==> config.mk <==
export PLATFORM = sky130hd
export DESIGN_NAME = breakout_game_ctrl
export DESIGN_NICKNAME = d
export VERILOG_FILES = /design/src/rtl/breakout_pkg.sv /design/src/rtl/frame_timer.sv /design/src/rtl/breakout_game_ctrl.sv
export SDC_FILE = /design/constraint.sdc
export NUM_CORES = 1
export LEC_CHECK = 0
export CAP_MARGIN = 20
export CORE_MARGIN = 1.5
export CORE_UTILIZATION = 30
export DETAILED_ROUTE_END_ITERATION = 10
export PLACE_DENSITY_LB_ADDON = 0.12
export RECOVER_POWER = 50
export SYNTH_ARGS = -nofsm -noshare
export SYNTH_HDL_FRONTEND = slang
export SYNTH_HIERARCHICAL = 1
export SYNTH_SLANG_ARGS = --single-unit
==> constraint.sdc <==
create_clock -name clk -period 6.1 [get_ports clk]
set_input_delay 1.22 -clock clk [delete_from_list [all_inputs] [get_ports clk]]
set_output_delay 1.22 -clock clk [all_outputs]
set_load 0.02 [all_outputs]
==> src/rtl/breakout_pkg.sv <==
// -----------------------------------------------------------------------------
// breakout_pkg
// Shared types and constants for the Breakout game sequencer.
//   game_state_t     : encoded game state, also presented on the HUD port
//   TOTAL_BRICKS     : brick count right after a brick-array clear
//   LIVES_W, LEVEL_W : widths of the lives and level counters
//   BRICKS_W         : width of the brick-array live count
//   EXTRA_LIFE_STEP  : score band size for the optional extra-life award
// -----------------------------------------------------------------------------
package breakout_pkg;

  typedef enum logic [2:0] {
    GS_IDLE     = 3'd0,
    GS_CLEAR    = 3'd1,
    GS_SERVE    = 3'd2,
    GS_PLAY     = 3'd3,
    GS_WON      = 3'd4,
    GS_GAMEOVER = 3'd5
  } game_state_t;

  localparam int TOTAL_BRICKS    = 28;
  localparam int LIVES_W         = 2;
  localparam int LEVEL_W         = 3;
  localparam int BRICKS_W        = 5;
  localparam int EXTRA_LIFE_STEP = 500;

endpackage

==> src/rtl/frame_timer.sv <==
// -----------------------------------------------------------------------------
// frame_timer
// Loadable down-counter of frame_tick pulses, shared by the serve wait and
// the level-cleared pause.
//   clk, reset  : clock, synchronous active-high reset
//   load        : load load_val this cycle (wins over a coincident tick)
//   load_val    : number of ticks to wait
//   frame_tick  : one-cycle pulse per video frame
//   done        : combinational, high on the tick that ends the wait
// -----------------------------------------------------------------------------
module frame_timer #(
  parameter int CNT_W = 7
) (
  input  logic             clk,
  input  logic             reset,
  input  logic             load,
  input  logic [CNT_W-1:0] load_val,
  input  logic             frame_tick,
  output logic             done
);

  logic [CNT_W-1:0] cnt_q, cnt_d;

  // NOTE: every signal written in always_comb gets a default first so no
  // path can leave it unassigned and infer a latch.
  always_comb begin
    cnt_d = cnt_q;
    if (load) begin
      cnt_d = load_val;
    end else if (frame_tick && (cnt_q != '0)) begin
      cnt_d = cnt_q - 1'b1;
    end
  end

  // NOTE: sequential state uses non-blocking assignments so every flop
  // samples the pre-edge values of the others.
  always_ff @(posedge clk) begin
    if (reset) begin
      cnt_q <= '0;
    end else begin
      cnt_q <= cnt_d;
    end
  end

  // done deliberately ignores load: the owner only consults it while
  // waiting, and the counter has always run down to 0 before the next load,
  // so keeping load out avoids a combinational loop through the FSM.
  assign done = frame_tick && (cnt_q == CNT_W'(1));

endmodule

==> src/rtl/breakout_game_ctrl.sv <==
// -----------------------------------------------------------------------------
// breakout_game_ctrl
// Game sequencer: IDLE -> CLEAR -> SERVE -> PLAY -> WON/GAMEOVER, with
// lives, level and score bookkeeping. All outputs are registered.
//   clk, reset        : clock, synchronous active-high reset
//   frame_tick        : one-cycle pulse per video frame
//   start_btn         : debounced start button (level)
//   ball_missed       : one-cycle pulse, ball fell below the paddle
//   bricks_remaining  : live brick count from the brick array
//   brick_clear       : one-cycle brick-array clear pulse
//   ball_serve        : one-cycle centre-and-launch pulse
//   ball_enable       : ball motion and collisions allowed
//   lives, level, score, game_state : HUD information
// Optional feature macro: BREAKOUT_EXTRA_LIFE_EN (extra life every time the
// score carries into the next EXTRA_LIFE_STEP band, lives saturate at 3).
// -----------------------------------------------------------------------------
module breakout_game_ctrl #(
  parameter int TOTAL_BRICKS = breakout_pkg::TOTAL_BRICKS,
  parameter int LIVES_INIT   = 3,
  parameter int SERVE_FRAMES = 60,
  parameter int WIN_FRAMES   = 120,
  parameter int SCORE_W      = 12,
  parameter int LEVEL_MAX    = 7
) (
  input  logic                              clk,
  input  logic                              reset,
  input  logic                              frame_tick,
  input  logic                              start_btn,
  input  logic                              ball_missed,
  input  logic [breakout_pkg::BRICKS_W-1:0] bricks_remaining,
  output logic                              brick_clear,
  output logic                              ball_serve,
  output logic                              ball_enable,
  output logic [breakout_pkg::LIVES_W-1:0]  lives,
  output logic [breakout_pkg::LEVEL_W-1:0]  level,
  output logic [SCORE_W-1:0]                score,
  output logic [2:0]                        game_state
);

  import breakout_pkg::*;

  localparam logic [2:0] S_IDLE     = GS_IDLE;
  localparam logic [2:0] S_CLEAR    = GS_CLEAR;
  localparam logic [2:0] S_SERVE    = GS_SERVE;
  localparam logic [2:0] S_PLAY     = GS_PLAY;
  localparam logic [2:0] S_WON      = GS_WON;
  localparam logic [2:0] S_GAMEOVER = GS_GAMEOVER;

  localparam int TMR_MAX = (SERVE_FRAMES > WIN_FRAMES) ? SERVE_FRAMES : WIN_FRAMES;
  localparam int TMR_W   = $clog2(TMR_MAX + 1);

  localparam logic [LIVES_W-1:0] LIVES_MAX = '1;

  logic [2:0]          state_q, state_d;
  logic [LIVES_W-1:0]  lives_q, lives_d;
  logic [LEVEL_W-1:0]  level_q, level_d;
  logic [SCORE_W-1:0]  score_q, score_d;
  logic [BRICKS_W-1:0] prev_bricks_q, prev_bricks_d;
  logic                start_q;
  logic                brick_clear_q, brick_clear_d;
  logic                ball_serve_q, ball_serve_d;
  logic                ball_enable_q, ball_enable_d;

  logic                start_rise;
  logic                hit;
  logic [8:0]          hit_pts;
  logic [SCORE_W:0]    score_sum;
  logic [SCORE_W-1:0]  score_sat;
  logic                lose_life;
  logic                award_life;
  logic [LIVES_W:0]    lives_net;
  logic                tmr_load;
  logic [TMR_W-1:0]    tmr_val;
  logic                tmr_done;

  assign start_rise = start_btn && !start_q;

  // Points for this cycle's hit; only meaningful when hit is set, so the
  // subtraction never underflows where it is used.
  assign hit       = (bricks_remaining < prev_bricks_q);
  assign hit_pts   = 9'(prev_bricks_q - bricks_remaining) * (9'(level_q) + 9'd1);
  assign score_sum = {1'b0, score_q} + (SCORE_W+1)'(hit_pts);
  assign score_sat = score_sum[SCORE_W] ? '1 : score_sum[SCORE_W-1:0];

  frame_timer #(.CNT_W(TMR_W)) u_frame_timer (
    .clk        (clk),
    .reset      (reset),
    .load       (tmr_load),
    .load_val   (tmr_val),
    .frame_tick (frame_tick),
    .done       (tmr_done)
  );

  always_comb begin
    state_d       = state_q;
    lives_d       = lives_q;
    level_d       = level_q;
    score_d       = score_q;
    prev_bricks_d = prev_bricks_q;
    brick_clear_d = 1'b0;
    ball_serve_d  = 1'b0;
    tmr_load      = 1'b0;
    tmr_val       = TMR_W'(SERVE_FRAMES);
    lose_life     = 1'b0;
    award_life    = 1'b0;
    lives_net     = {1'b0, lives_q};

    case (state_q)
      S_IDLE: begin
        if (start_rise) begin
          lives_d       = LIVES_W'(LIVES_INIT);
          level_d       = '0;
          score_d       = '0;
          brick_clear_d = 1'b1;
          state_d       = S_CLEAR;
        end
      end
      S_CLEAR: begin
        // Loading the timer on the transition means a tick coincident with
        // entering SERVE is swallowed by the load.
        prev_bricks_d = BRICKS_W'(TOTAL_BRICKS);
        tmr_load      = 1'b1;
        state_d       = S_SERVE;
      end
      S_SERVE: begin
        if (tmr_done) begin
          ball_serve_d = 1'b1;
          state_d      = S_PLAY;
        end
      end
      S_PLAY: begin
        prev_bricks_d = bricks_remaining;
        if (hit) begin
          score_d = score_sat;
        end
        // A win outranks a simultaneous miss: no life is lost.
        if (bricks_remaining == '0) begin
          level_d  = (level_q == LEVEL_W'(LEVEL_MAX)) ? level_q : level_q + 1'b1;
          tmr_load = 1'b1;
          tmr_val  = TMR_W'(WIN_FRAMES);
          state_d  = S_WON;
        end else if (ball_missed) begin
          lose_life = 1'b1;
        end
      end
      S_WON: begin
        if (tmr_done) begin
          brick_clear_d = 1'b1;
          state_d       = S_CLEAR;
        end
      end
      S_GAMEOVER: begin
        if (start_rise) begin
          state_d = S_IDLE;
        end
      end
      default: begin
        state_d = S_IDLE;
      end
    endcase

`ifdef BREAKOUT_EXTRA_LIFE_EN
    // Carry into the next score band; a saturated score cannot carry again.
    award_life = (state_q == S_PLAY) && hit &&
                 ((32'(score_d) / EXTRA_LIFE_STEP) != (32'(score_q) / EXTRA_LIFE_STEP));
`endif

    // Net lives change; an award and a loss in the same cycle cancel out.
    lives_net = {1'b0, lives_q} + {{LIVES_W{1'b0}}, award_life}
                - {{LIVES_W{1'b0}}, lose_life};
    if (award_life || lose_life) begin
      lives_d = (lives_net > {1'b0, LIVES_MAX}) ? LIVES_MAX : lives_net[LIVES_W-1:0];
    end
    if (lose_life) begin
      if (lives_net == '0) begin
        state_d = S_GAMEOVER;
      end else begin
        tmr_load = 1'b1;
        state_d  = S_SERVE;
      end
    end

    ball_enable_d = (state_d == S_PLAY);
  end

  // Registered outputs line up with the state that the decision selects.
  always_ff @(posedge clk) begin
    if (reset) begin
      state_q       <= S_IDLE;
      lives_q       <= LIVES_W'(LIVES_INIT);
      level_q       <= '0;
      score_q       <= '0;
      prev_bricks_q <= BRICKS_W'(TOTAL_BRICKS);
      start_q       <= 1'b0;
      brick_clear_q <= 1'b0;
      ball_serve_q  <= 1'b0;
      ball_enable_q <= 1'b0;
    end else begin
      state_q       <= state_d;
      lives_q       <= lives_d;
      level_q       <= level_d;
      score_q       <= score_d;
      prev_bricks_q <= prev_bricks_d;
      start_q       <= start_btn;
      brick_clear_q <= brick_clear_d;
      ball_serve_q  <= ball_serve_d;
      ball_enable_q <= ball_enable_d;
    end
  end

  assign brick_clear = brick_clear_q;
  assign ball_serve  = ball_serve_q;
  assign ball_enable = ball_enable_q;
  assign lives       = lives_q;
  assign level       = level_q;
  assign score       = score_q;
  assign game_state  = state_q;

endmodule
==> reports/results.ini <==
[final_layout]
antenna_cells=0
num-nets-final=532
drive_above_1_share=0.236
area_growth_pct=34.1
final_cells=614
fin_area_mm2=0.00443

[placement]
gp_congestion=0.777
dpl.hpwl_um=6270
place_inst=604
placed_area_mm2=0.00408
pre_cts_ws_ps=-634
port_buffers=32

[setup_path]
crit_buf_inv=5
worstSetupPathType=input pin to flip-flop
cp_common_cell=inv_2
slowest_delay_ps=550
critical-path-top-delay-family=adder cells
cp-start-kind=input pin
path_cells=clkdlybuf4s15_1 > inv_2 > fa_2 > a21o_1 > a211oi_2 > nor2_1 > and2_4 > ha_4 > fa_1 > inv_2 > fa_1 > inv_2 > ha_4 > inv_1 > o21bai_2 > a21oi_2 > xnor2_1 > xnor2_1 > ha_1 > nand2_1 > a311o_1 > a311oi_2 > mux2i_1 > nor3_2
crit_path_top_delay_cell=fa_1
reg2reg_to=score[11]
r2r_slack_ps=930
cp_max_fo=4
crit_path_end_kind=flip-flop
arrival_ps=6050
worst_r2r_path_depth=25
required_ps=6270
timing.rr.start=prev_bricks_q[0]

[route]
wl_um=8470
ant_nets=0
drc=0
drtPass1Iterations=4
vias_per_cell=4.86
routed-via-count=2987
routedWlPerCell_um=13.8
drt_iter0_markers=70

[logic_synthesis]
synthTopCellsByCount=44 x inv_1, 37 x ha_1, 36 x dfxtp_1
synth_top_area_cell=dfxtp_1
synthTopCellsByArea=dfxtp_1 22%, ha_1 14%, fa_1 7.3%, inv_1 5.0%, nand2_1 3.6%
yosysUniqueCellTypes=64
synthCells=398
yosysSeqAreaShare=0.218
synth.most_common_cell=inv_1
synth_warnings=6
synthArstFlopShare=0
synthFlopType=dfxtp_1
ys_ff_latch=36
synth_top_area_frac=0.218
synth_area_mm2=0.00330
synth_edf_count=0
syn_avg_cell_area_um2=8.29

[die]
start_util=0.306
dieArea_mm2=0.0116
die_y_um=108
die_w_um=108
ioPinCount=33
core_region_area_mm2=0.0108
num_rows=38

[clocking]
cts-root-buf=clkbuf_8
clk_latency_ps=300
cts_sinks=36
clk_pin_slew_ps=90
cts_tree=yes
clockBufferDepth=2
htreeDepth=2
numCtsBuffers=5
ctsHoldBuffers=0

[grt]
grt_max_degree=36
grt_pass1_wl_um=14200
grt_pass1_vias=2998
antenna_found_initial=0
grt-ovfl-total=0
grt_usage=0.154

[timing]
slew_headroom=0.436
tns_ps=0
setup_viol=0
finalHoldViolCount=0
period_share=0.964
timing.fmax_ghz=0.170
finalMaxSlewViolations=0
finClkSkew_ps=18.6
tightestPinTransition_ps=838
fin_ws_ps=220
min_period_ps=5880

[power_and_ir_drop]
p_leak_nw=1.96
total_power_w=0.000662
power_density_mw_per_mm2=150
peakVddDrop_v=0.0000814

[min_path]
min_to=prev_bricks_q[0]
holdCritStartpoint=prev_bricks_q[0]
hp-class=flip-flop to flip-flop
whs_path_depth=2

[run_status]
status=complete, no violations

[run]
drv_cap=0

==> registers in the layout, indices dropped and copies added (netlist names) <==
| register | cells |
|---|---|
| ball_enable | 1 |
| ball_serve | 1 |
| prev_bricks_q | 5 |
| brick_clear | 1 |
| score | 12 |
| game_state | 3 |
| lives | 2 |
| level | 3 |
| u_frame_timer/cnt_q | 7 |
| start_q | 1 |
==> cell usage in the layout, fill, tap and decap left out, types with 6 or more instances in the layout <==
master	count
nand2_1	32
ha_1	26
fa_1	11
a21o_1	11
nand2b_1	8
xor2_1	9
clkdlybuf4s50_1	7
inv_1	38
dfxtp_1	36
xnor2_1	9
nand3_1	6
nor2_1	29
buf_4	46
and2_1	8
or2_2	6
dlygate4sd3_1	21
a21oi_1	17
inv_2	6
a221oi_1	6
nor2b_1	7
ha_4	10
a31oi_1	14
nor3_1	8
==> kinds of logic (layout without fill, tap and decap cells) <==
family / Yosys count / after routing / synth area share
compound gates: 92 / 92 / 0.207
xor+xnor: 20 / 20 / 0.0531
fa+ha+maj: 49 / 49 / 0.213
buf+inv: 58 / 131 / 0.0694
flops: 36 / 36 / 0.218
mux: 2 / 2 / 0.00607
other cells: 2 / 5 / 0.00228
simple gates: 139 / 139 / 0.231
==> power breakdown <==
part	internal [W]	switching (W)	total (W)
combinational	0.000105	0.000112	0.000218
sequential	0.000248	0.0000186	0.000267
clock	0.0000818	0.0000964	0.000178
==> timing repair <==
action,in CTS,in global routing
hold endpoints to repair,0,0
pin swaps,17,20
buffers inserted,1,1
endpoints found under the setup margin,12,12
resized for setup,27,23
==> worst max path at each step <==
stage	to	slack, ps	startpoint	cells after the start
floorplan	score[11]	5	bricks_remaining[1]	23
global placement	score[0]	-570	bricks_remaining[0]	24
detailed placement	score[11]	-630	bricks_remaining[1]	24
CTS	score[2]	10	bricks_remaining[0]	25
global route	score[11]	-30	bricks_remaining[1]	24
finish	score[11]	220	bricks_remaining[1]	24
==> final cells by class <==
type / count / area (µm²)
Timing Repair Buffer: 79 / 686
Fill cell: 1105 / 6370
Clock inverter: 1 / 8.76
Tap cell: 140 / 175
Multi-Input combinational cell: 307 / 2590
Sequential cell: 36 / 721
Inverter: 44 / 165
Clock buffer: 7 / 76.3
==> per-stage QoR <==
stage / util / hold slack [ps]
floorplan: - / 432
global route: 0.410 / 498
global placement: 0.378 / 451
detailed placement: 0.378 / 461
CTS: 0.402 / 473
finish: 0.410 / 465
==> layer usage <==
| layer | vias to the layer above | wire length [µm] | GRT usage |
|---|---|---|---|
| met1 | 1405 | 4070 | 0.197 |
| li1 | 1553 | - | - |
| met3 | 4 | 163 | 0.0230 |
| met4 | 0 | 52 | 0.0310 |
| met2 | 25 | 4190 | 0.273 |
| met5 | - | 0 | 0 |
==> worst register-to-register path: stages, from the launching register on <==
cell and delay (ps):
dfxtp_1 320, inv_1 50, ha_1 120, inv_1 50, fa_2 380, a21o_1 210, a211oi_2 180, nor2_1 90
and2_4 170, ha_4 210, fa_1 490, inv_2 50, fa_1 550, inv_2 50, ha_4 270, inv_1 40
o21bai_2 150, a21oi_2 80, xnor2_1 180, xnor2_1 100, ha_1 330, nand2_1 70, a311o_1 310, a311oi_2 310
mux2i_1 240, nor3_2 50
(Power assumes the default switching activity.)
